[src/rtl/multicycle_controller.sv]
// multicycle_controller
// Control unit for the multi-cycle RISC-V core. A Moore FSM sequences each
// instruction through its datapath steps while combinational opcode and ALU
// decoders drive every datapath select and write enable.
//
// Ports:
//   clk        in   core clock, rising-edge
//   reset      in   synchronous, active-high
//   op         in   Instr[6:0]
//   funct3     in   Instr[14:12]
//   funct7b5   in   Instr[30]
//   Zero, SF   in   ALU flags (result == 0, result sign)
//   ResultSrc  out  00 ALUOut, 01 Data, 10 ALUResult
//   ALUSrcA    out  00 PC, 01 OldPC, 10 A, 11 zero
//   ALUSrcB    out  00 WriteData, 01 ImmExt, 10 constant 4
//   RegWrite, PCWrite, IRWrite, MemWrite  out  write enables
//   AdrSrc     out  0 PC, 1 Result
//   ImmSrc     out  000 I, 001 S, 010 B, 011 J, 100 U
//   ALUControl out  000 add, 001 sub, 010 and, 011 or, 100 xor,
//                   101 slt, 110 sll, 111 srl
//   Illegal    out  pulse in DECODE on an unsupported opcode
//   state      out  current FSM state (debug)
module multicycle_controller (
    input  logic       clk,
    input  logic       reset,
    input  logic [6:0] op,
    input  logic [2:0] funct3,
    input  logic       funct7b5,
    input  logic       Zero,
    input  logic       SF,
    output logic [1:0] ResultSrc,
    output logic [1:0] ALUSrcA,
    output logic [1:0] ALUSrcB,
    output logic       RegWrite,
    output logic       PCWrite,
    output logic       IRWrite,
    output logic       MemWrite,
    output logic       AdrSrc,
    output logic [2:0] ImmSrc,
    output logic [2:0] ALUControl,
    output logic       Illegal,
    output logic [3:0] state
);

    typedef enum logic [3:0] {
        S_FETCH    = 4'd0,
        S_DECODE   = 4'd1,
        S_MEMADR   = 4'd2,
        S_MEMREAD  = 4'd3,
        S_MEMWB    = 4'd4,
        S_MEMWRITE = 4'd5,
        S_EXECR    = 4'd6,
        S_EXECI    = 4'd7,
        S_ALUWB    = 4'd8,
        S_BRANCH   = 4'd9,
        S_JAL      = 4'd10,
        S_JALR     = 4'd11,
        S_JALRLINK = 4'd12,
        S_LUI      = 4'd13
    } state_t;

    state_t     r_state;
    state_t     w_next;
    logic       w_pc_update;
    logic       w_branch;
    logic       w_taken;
    logic [1:0] w_alu_op;
    logic       w_reg_write;
    logic       w_ir_write;
    logic       w_mem_write;
    logic       w_illegal;

    always_ff @(posedge clk) begin
        if (reset) r_state <= S_FETCH;
        else       r_state <= w_next;
    end

    assign state = r_state;

    always_comb begin
        w_next      = S_FETCH;
        w_pc_update = 1'b0;
        w_branch    = 1'b0;
        w_alu_op    = 2'b00;
        w_reg_write = 1'b0;
        w_ir_write  = 1'b0;
        w_mem_write = 1'b0;
        w_illegal   = 1'b0;
        ResultSrc   = 2'b00;
        ALUSrcA     = 2'b00;
        ALUSrcB     = 2'b00;
        AdrSrc      = 1'b0;
        case (r_state)
            S_FETCH: begin
                w_ir_write  = 1'b1;
                ALUSrcB     = 2'b10;
                ResultSrc   = 2'b10;
                w_pc_update = 1'b1;
                w_next      = S_DECODE;
            end
            S_DECODE: begin
                ALUSrcA = 2'b01;
                ALUSrcB = 2'b01;
                case (op)
                    7'b0000011,
                    7'b0100011: w_next = S_MEMADR;
                    7'b0110011: w_next = S_EXECR;
                    7'b0010011: w_next = S_EXECI;
                    7'b1100011: w_next = S_BRANCH;
                    7'b1101111: w_next = S_JAL;
                    7'b1100111: w_next = S_JALR;
                    7'b0110111: w_next = S_LUI;
                    default: begin
                        w_next    = S_FETCH;
                        w_illegal = 1'b1;
                    end
                endcase
            end
            S_MEMADR: begin
                ALUSrcA = 2'b10;
                ALUSrcB = 2'b01;
                w_next  = op[5] ? S_MEMWRITE : S_MEMREAD;
            end
            S_MEMREAD: begin
                AdrSrc = 1'b1;
                w_next = S_MEMWB;
            end
            S_MEMWB: begin
                ResultSrc   = 2'b01;
                w_reg_write = 1'b1;
            end
            S_MEMWRITE: begin
                AdrSrc      = 1'b1;
                w_mem_write = 1'b1;
            end
            S_EXECR: begin
                ALUSrcA  = 2'b10;
                w_alu_op = 2'b10;
                w_next   = S_ALUWB;
            end
            S_EXECI: begin
                ALUSrcA  = 2'b10;
                ALUSrcB  = 2'b01;
                w_alu_op = 2'b10;
                w_next   = S_ALUWB;
            end
            S_ALUWB: w_reg_write = 1'b1;
            S_BRANCH: begin
                ALUSrcA  = 2'b10;
                w_alu_op = 2'b01;
                w_branch = 1'b1;
            end
            S_JAL: begin
                ALUSrcA     = 2'b01;
                ALUSrcB     = 2'b10;
                w_pc_update = 1'b1;
                w_next      = S_ALUWB;
            end
            S_JALR: begin
                ALUSrcA     = 2'b10;
                ALUSrcB     = 2'b01;
                ResultSrc   = 2'b10;
                w_pc_update = 1'b1;
                w_next      = S_JALRLINK;
            end
            S_JALRLINK: begin
                ALUSrcA = 2'b01;
                ALUSrcB = 2'b10;
                w_next  = S_ALUWB;
            end
            S_LUI: begin
                ALUSrcA = 2'b11;
                ALUSrcB = 2'b01;
                w_next  = S_ALUWB;
            end
            default: w_next = S_FETCH;
        endcase
    end

    // Branch condition uses same-cycle flags; SF is taken as-is (no overflow fix-up).
    always_comb begin
        case (funct3)
            3'b000:  w_taken = Zero;
            3'b001:  w_taken = ~Zero;
            3'b100:  w_taken = SF;
            3'b101:  w_taken = ~SF;
            default: w_taken = 1'b0;
        endcase
    end

    always_comb begin
        case (op)
            7'b0100011: ImmSrc = 3'b001;
            7'b1100011: ImmSrc = 3'b010;
            7'b1101111: ImmSrc = 3'b011;
            7'b0110111: ImmSrc = 3'b100;
            default:    ImmSrc = 3'b000;
        endcase
    end

    always_comb begin
        case (w_alu_op)
            2'b00: ALUControl = 3'b000;
            2'b01: ALUControl = 3'b001;
            default: begin
                case (funct3)
                    3'b000:  ALUControl = (op[5] & funct7b5) ? 3'b001 : 3'b000;
                    3'b001:  ALUControl = 3'b110;
                    3'b010:  ALUControl = 3'b101;
                    3'b011:  ALUControl = 3'b000;
                    3'b100:  ALUControl = 3'b100;
                    3'b101:  ALUControl = 3'b111;
                    3'b110:  ALUControl = 3'b011;
                    default: ALUControl = 3'b010;
                endcase
            end
        endcase
    end

    // Reset masks every enable so an aborted instruction leaves no side effects.
    assign RegWrite = w_reg_write & ~reset;
    assign IRWrite  = w_ir_write  & ~reset;
    assign MemWrite = w_mem_write & ~reset;
    assign Illegal  = w_illegal   & ~reset;
    assign PCWrite  = (w_pc_update | (w_branch & w_taken)) & ~reset;

endmodule

[config.mk]
export PLATFORM = sky130hd
export DESIGN_NAME = multicycle_controller
export DESIGN_NICKNAME = d
export VERILOG_FILES = /design/src/rtl/multicycle_controller.sv
export SDC_FILE = /design/constraint.sdc
export NUM_CORES = 1
export LEC_CHECK = 0
export ABC_CLOCK_PERIOD_IN_PS = 1250
export CORE_MARGIN = 2
export CORE_UTILIZATION = 36
export CTS_CLUSTER_DIAMETER = 30
export DETAILED_ROUTE_END_ITERATION = 16
export HOLD_SLACK_MARGIN = 0.08
export PLACE_DENSITY = 0.79
export SLEW_MARGIN = 15
export SYNTH_ARGS = -nofsm -noshare
export SYNTH_HDL_FRONTEND = slang
export SYNTH_SLANG_ARGS = --single-unit
[constraint.sdc]
create_clock -name clk -period 1.25 [get_ports clk]
set_input_delay 0.125 -clock clk [delete_from_list [all_inputs] [get_ports clk]]
set_output_delay 0.125 -clock clk [all_outputs]
set_load 0.02 [all_outputs]
==> flow_metrics.env, run 1 <==
export IMPL_syn_num_nets=106
export IMPL_root_buffer="clkbuf_4"
export IMPL_synthTopCellsByArea="dfxtp_1 13%, nor2_1 6.1%, a21oi_1 5.7%"
export IMPL_start_util_pct=39.33
export IMPL_ys_flop_type="dfxtp_1"
export IMPL_yosysWarnings=0
export IMPL_numClockSinks=4
export IMPL_seq_area_frac_synth_pct=13.06
export IMPL_placed_area_mm2=0.001354
export IMPL_syn_cell_area_um2=613.1
export IMPL_cts_buffers_inserted=3
export IMPL_outcome="did not finish"
export IMPL_ioPinCount=37
export IMPL_ctsResizeCount=166
export IMPL_postCtsSetupBuffers=5
export IMPL_synth_top_area_share_pct=13.06
export IMPL_dp_cells=171
export IMPL_async_reset_ff_share_pct=0
export IMPL_synth_cell_type_count=32
export IMPL_port_buffers=36
export IMPL_die_w_um=45.27
export IMPL_synth_largest_area_cell="dfxtp_1"
export IMPL_htreeDepth=1
export IMPL_gp_congestion=0.8133
export IMPL_synth_area_per_cell_um2=6.737
export IMPL_hpwlAfterDp_um=2013
export IMPL_synth_common_cells="10 x nor2_1, 7 x a21oi_1, 7 x nand2_1"
export IMPL_netlist_instances=91
export IMPL_die_h_um=45.27
export IMPL_rows=14
export IMPL_failing_step="4_1_cts"
export IMPL_synth_most_common_cell="nor2_1"
export IMPL_cts_max_path_buffers=2
export IMPL_first_error="[ERROR DPL-0033] detailed placement checks failed during check placement."
export IMPL_cts_hold_buffers=0
export IMPL_synth_edf_count=0
export IMPL_ys_ff_latch=4
through the flow:
stage	setup slack [ns]	hold slack, ns	setup TNS [ns]
after floorplan	-0.1213	0.1867	-0.6834
after global placement	-0.8829	0.6827	-10.91
after detailed placement	-0.9137	0.6932	-11.55
kinds of logic after synthesis:
logic type                share of synthesized area (%)
and+or+nand+nor                                   38.57
muxes                                             4.898
AOI/OAI and AO/OA                                 25.31
DFF                                               13.06
xor gates and xnor gates                          10.00
buffers and inverters                             8.162
==> run 2: changes to the inputs <==
Settings changed: CORE_AREA set to 2 2 63 65, CORE_MARGIN 2 to not set, CORE_UTILIZATION 36 to not set, CTS_CLUSTER_DIAMETER 30 to not set, DIE_AREA set to 0 0 65 67, HOLD_SLACK_MARGIN 0.08 to not set, PLACE_DENSITY 0.79 to not set, PLACE_DENSITY_LB_ADDON set to 0.15.
==> run 2 against run 1 <==
The flow now finishes, with violations (setup timing). Synthesized cell count unchanged. Area after synthesis stayed put.
==> flow_metrics.env, run 2 <==
export IMPL_gp_congestion=0.7776
export IMPL_p_per_area_mw_per_mm2=439.4
export IMPL_placed_area_mm2=0.001449
export IMPL_worst_r2r_path_depth=5
export IMPL_timing_rr_end="state[3]"
export IMPL_ys_flop_type="dfxtp_1"
export IMPL_first_global_vias=948
export IMPL_syn_cell_area_um2=613.1
export IMPL_ant_nets=0
export IMPL_cts_hold_buffers=0
export IMPL_layout_worst_path_cycle_share_pct=112.2
export IMPL_area_growth_pct=202.7
export IMPL_netlist_instances=91
export IMPL_async_reset_ff_share_pct=0
export IMPL_port_buffers=36
export IMPL_htreeDepth=1
export IMPL_drc=0
export IMPL_dp_cells=212
export IMPL_vias=1011
export IMPL_synth_xor_area_share_pct=10.00
export IMPL_arrival_ns=1.28
export IMPL_endpoint_kind="output pin"
export IMPL_tightestPinTransition_ns=0.2502
export IMPL_grt_pass1_wl_um=4367
export IMPL_cap_viol_max_count=0
export IMPL_hold_start="reset"
export IMPL_synth_cell_type_count=32
export IMPL_routedWlPerCell_um=12.18
export IMPL_coreArea_mm2=0.003606
export IMPL_ioPinCount=37
export IMPL_grt_remaining_overflow=0
export IMPL_die_w_um=65
export IMPL_synth_compound_area_share_pct=25.31
export IMPL_design_area_mm2=0.001856
export IMPL_synth_common_cells="10 x nor2_1, 7 x a21oi_1, 7 x nand2_1"
export IMPL_dieArea_mm2=0.004355
export IMPL_grt_max_degree=9
export IMPL_synth_adder_area_share_pct=0
export IMPL_synth_top_area_share_pct=13.06
export IMPL_finalSetupViolations=15
export IMPL_root_buffer="clkbuf_8"
export IMPL_final_cell_mix="49 x buf_4, 26 x buf_6, 8 x dlygate4sd2_1"
export IMPL_tritoncts="yes"
export IMPL_min_to="state[2]"
export IMPL_hold_path_class="input pin to flop"
export IMPL_grt_setup_unrepaired="yes"
export IMPL_grt_usage_pct=12.78
export IMPL_finalNonFillerCells=231
export IMPL_synth_simple_area_share_pct=38.57
export IMPL_violations="setup timing"
export IMPL_maxSlewHeadroom_pct=82.84
export IMPL_viasPerCell=4.377
export IMPL_hpwlAfterDp_um=2084
export IMPL_drive_gt1_share_pct=73.77
export IMPL_outcome="finished, violations left"
export IMPL_synth_edf_count=0
export IMPL_finalCriticalPeriod_ns=1.403
export IMPL_wl_um=2813
export IMPL_synthTopCellsByArea="dfxtp_1 13%, nor2_1 6.1%, a21oi_1 5.7%"
export IMPL_reg2reg_from="state[2]"
export IMPL_min_path_cells=3
export IMPL_fin_nets=200
export IMPL_clock_insertion_delay_worst_skew_ns=0.21
export IMPL_numClockSinks=4
export IMPL_synth_top_family_by_area="simple AND/OR/NAND/NOR gates"
export IMPL_layout_commonest_cell="buf_4"
export IMPL_rows=22
export IMPL_largest_reg_flops=4
export IMPL_cp_required_ns=1.12
export IMPL_fin_setup_tns_ns=-1.426
export IMPL_drt_iter0_markers=31
export IMPL_diodes=0
export IMPL_peakVddDrop_mv=0.2131
export IMPL_muxShareOfSynthArea_pct=4.898
export IMPL_clock_fmax_mhz=712.8
export IMPL_seq_area_frac_synth_pct=13.06
export IMPL_synth_largest_area_cell="dfxtp_1"
export IMPL_dr_pass1_iters=4
export IMPL_cts_buffers_inserted=3
export IMPL_synth_area_per_cell_um2=6.737
export IMPL_setup_ws_ns=-0.1529
export IMPL_crit_path_start_kind="flop"
export IMPL_cts_clk_slew_worst_paths_ns=0.03
export IMPL_antenna_found_initial=0
export IMPL_maxSlewViolCount=0
export IMPL_r2r_slack_ns=0
export IMPL_critPathMaxFanout=6
export IMPL_hold_viol=0
export IMPL_ys_ff_latch=4
export IMPL_clock_skew_ns=0.0008183
export IMPL_start_util_pct=17.00
export IMPL_synth_most_common_cell="nor2_1"
export IMPL_cts_max_path_buffers=2
export IMPL_die_h_um=67
export IMPL_yosysWarnings=0
export IMPL_critical_path_class="flop to output pin"
export IMPL_p_leak_uw=0.0007827
export IMPL_syn_num_nets=106
==> run 2: worst max path at each step <==
stage | startpoint | end | slack (ns) | cells past startpoint
CTS | state[3] | Illegal | -0.18 | 3
finish | state[3] | Illegal | -0.15 | 3
floorplan | state[3] | ALUSrcB[0] | -0.12 | 2
global route | state[1] | ALUSrcB[0] | -0.22 | 4
detailed placement | funct3[2] | PCWrite | -0.93 | 6
global placement | funct3[2] | PCWrite | -0.91 | 6
==> run 2: kinds of logic (layout without fill, tap and decap cells) <==
kind of cell	count (synthesis)	after routing
AND/OR/NAND/NOR	42	42
AO/OA/AOI/OAI	24	24
buffers and inverters	11	103
XOR/XNOR	7	7
flip-flops	4	4
multiplexers	3	3
==> run 2: through the flow <==
stage / worst slack [ns] / power [uW] / util [%] / hold WS (ns)
floorplan: -0.1213 / 286.9 / - / 0.1867
detailed placement: -0.9250 / 481.9 / 40.18 / 0.6947
CTS: -0.1814 / 811.1 / 48.58 / 0.4881
global placement: -0.9130 / 480.1 / 40.18 / 0.6980
global route: -0.2203 / 859.6 / 51.46 / 0.3399
finish: -0.1529 / 815.3 / 51.46 / 0.3311
==> run 2: layer usage <==
layer  global-route usage (%)  up-vias  share of wire, %
li1                         -      520                 -
met1                    15.09      467                42
met2                    23.71       24                54
met3                    1.182        0               3.8
met4                    4.787        0                 0
met5                        0        -                 0
==> run 2: timing repair <==
item / CTS / global route
endpoints found under the setup margin: 26 / 20
pin swaps: 20 / 9
buffers inserted: 12 / 5
resized for setup: 185 / 21
==> run 2: area by class of cell <==
class                   count  area [um2]
multi-input cells          76       787.0
repair buffers             95       848.3
clock buffers               3       41.29
fillers                   354        1750
flip-flops and latches      4       95.09
inverters                   5       23.77
well taps                  48       60.06
==> run 2: critical path, stage by stage (launching register included) <==
cell     delay (ns)
dfxtp_4        0.36
or3_4          0.41
nor3_4         0.14
buf_6          0.14
==> run 2: where the power goes <==
part	switching, uW	internal [uW]	total (uW)
sequential	5.94	125	131
clock	62.2	205	267
combinational	195	223	417
total	263	553	815
(Power assumes the default switching activity.)
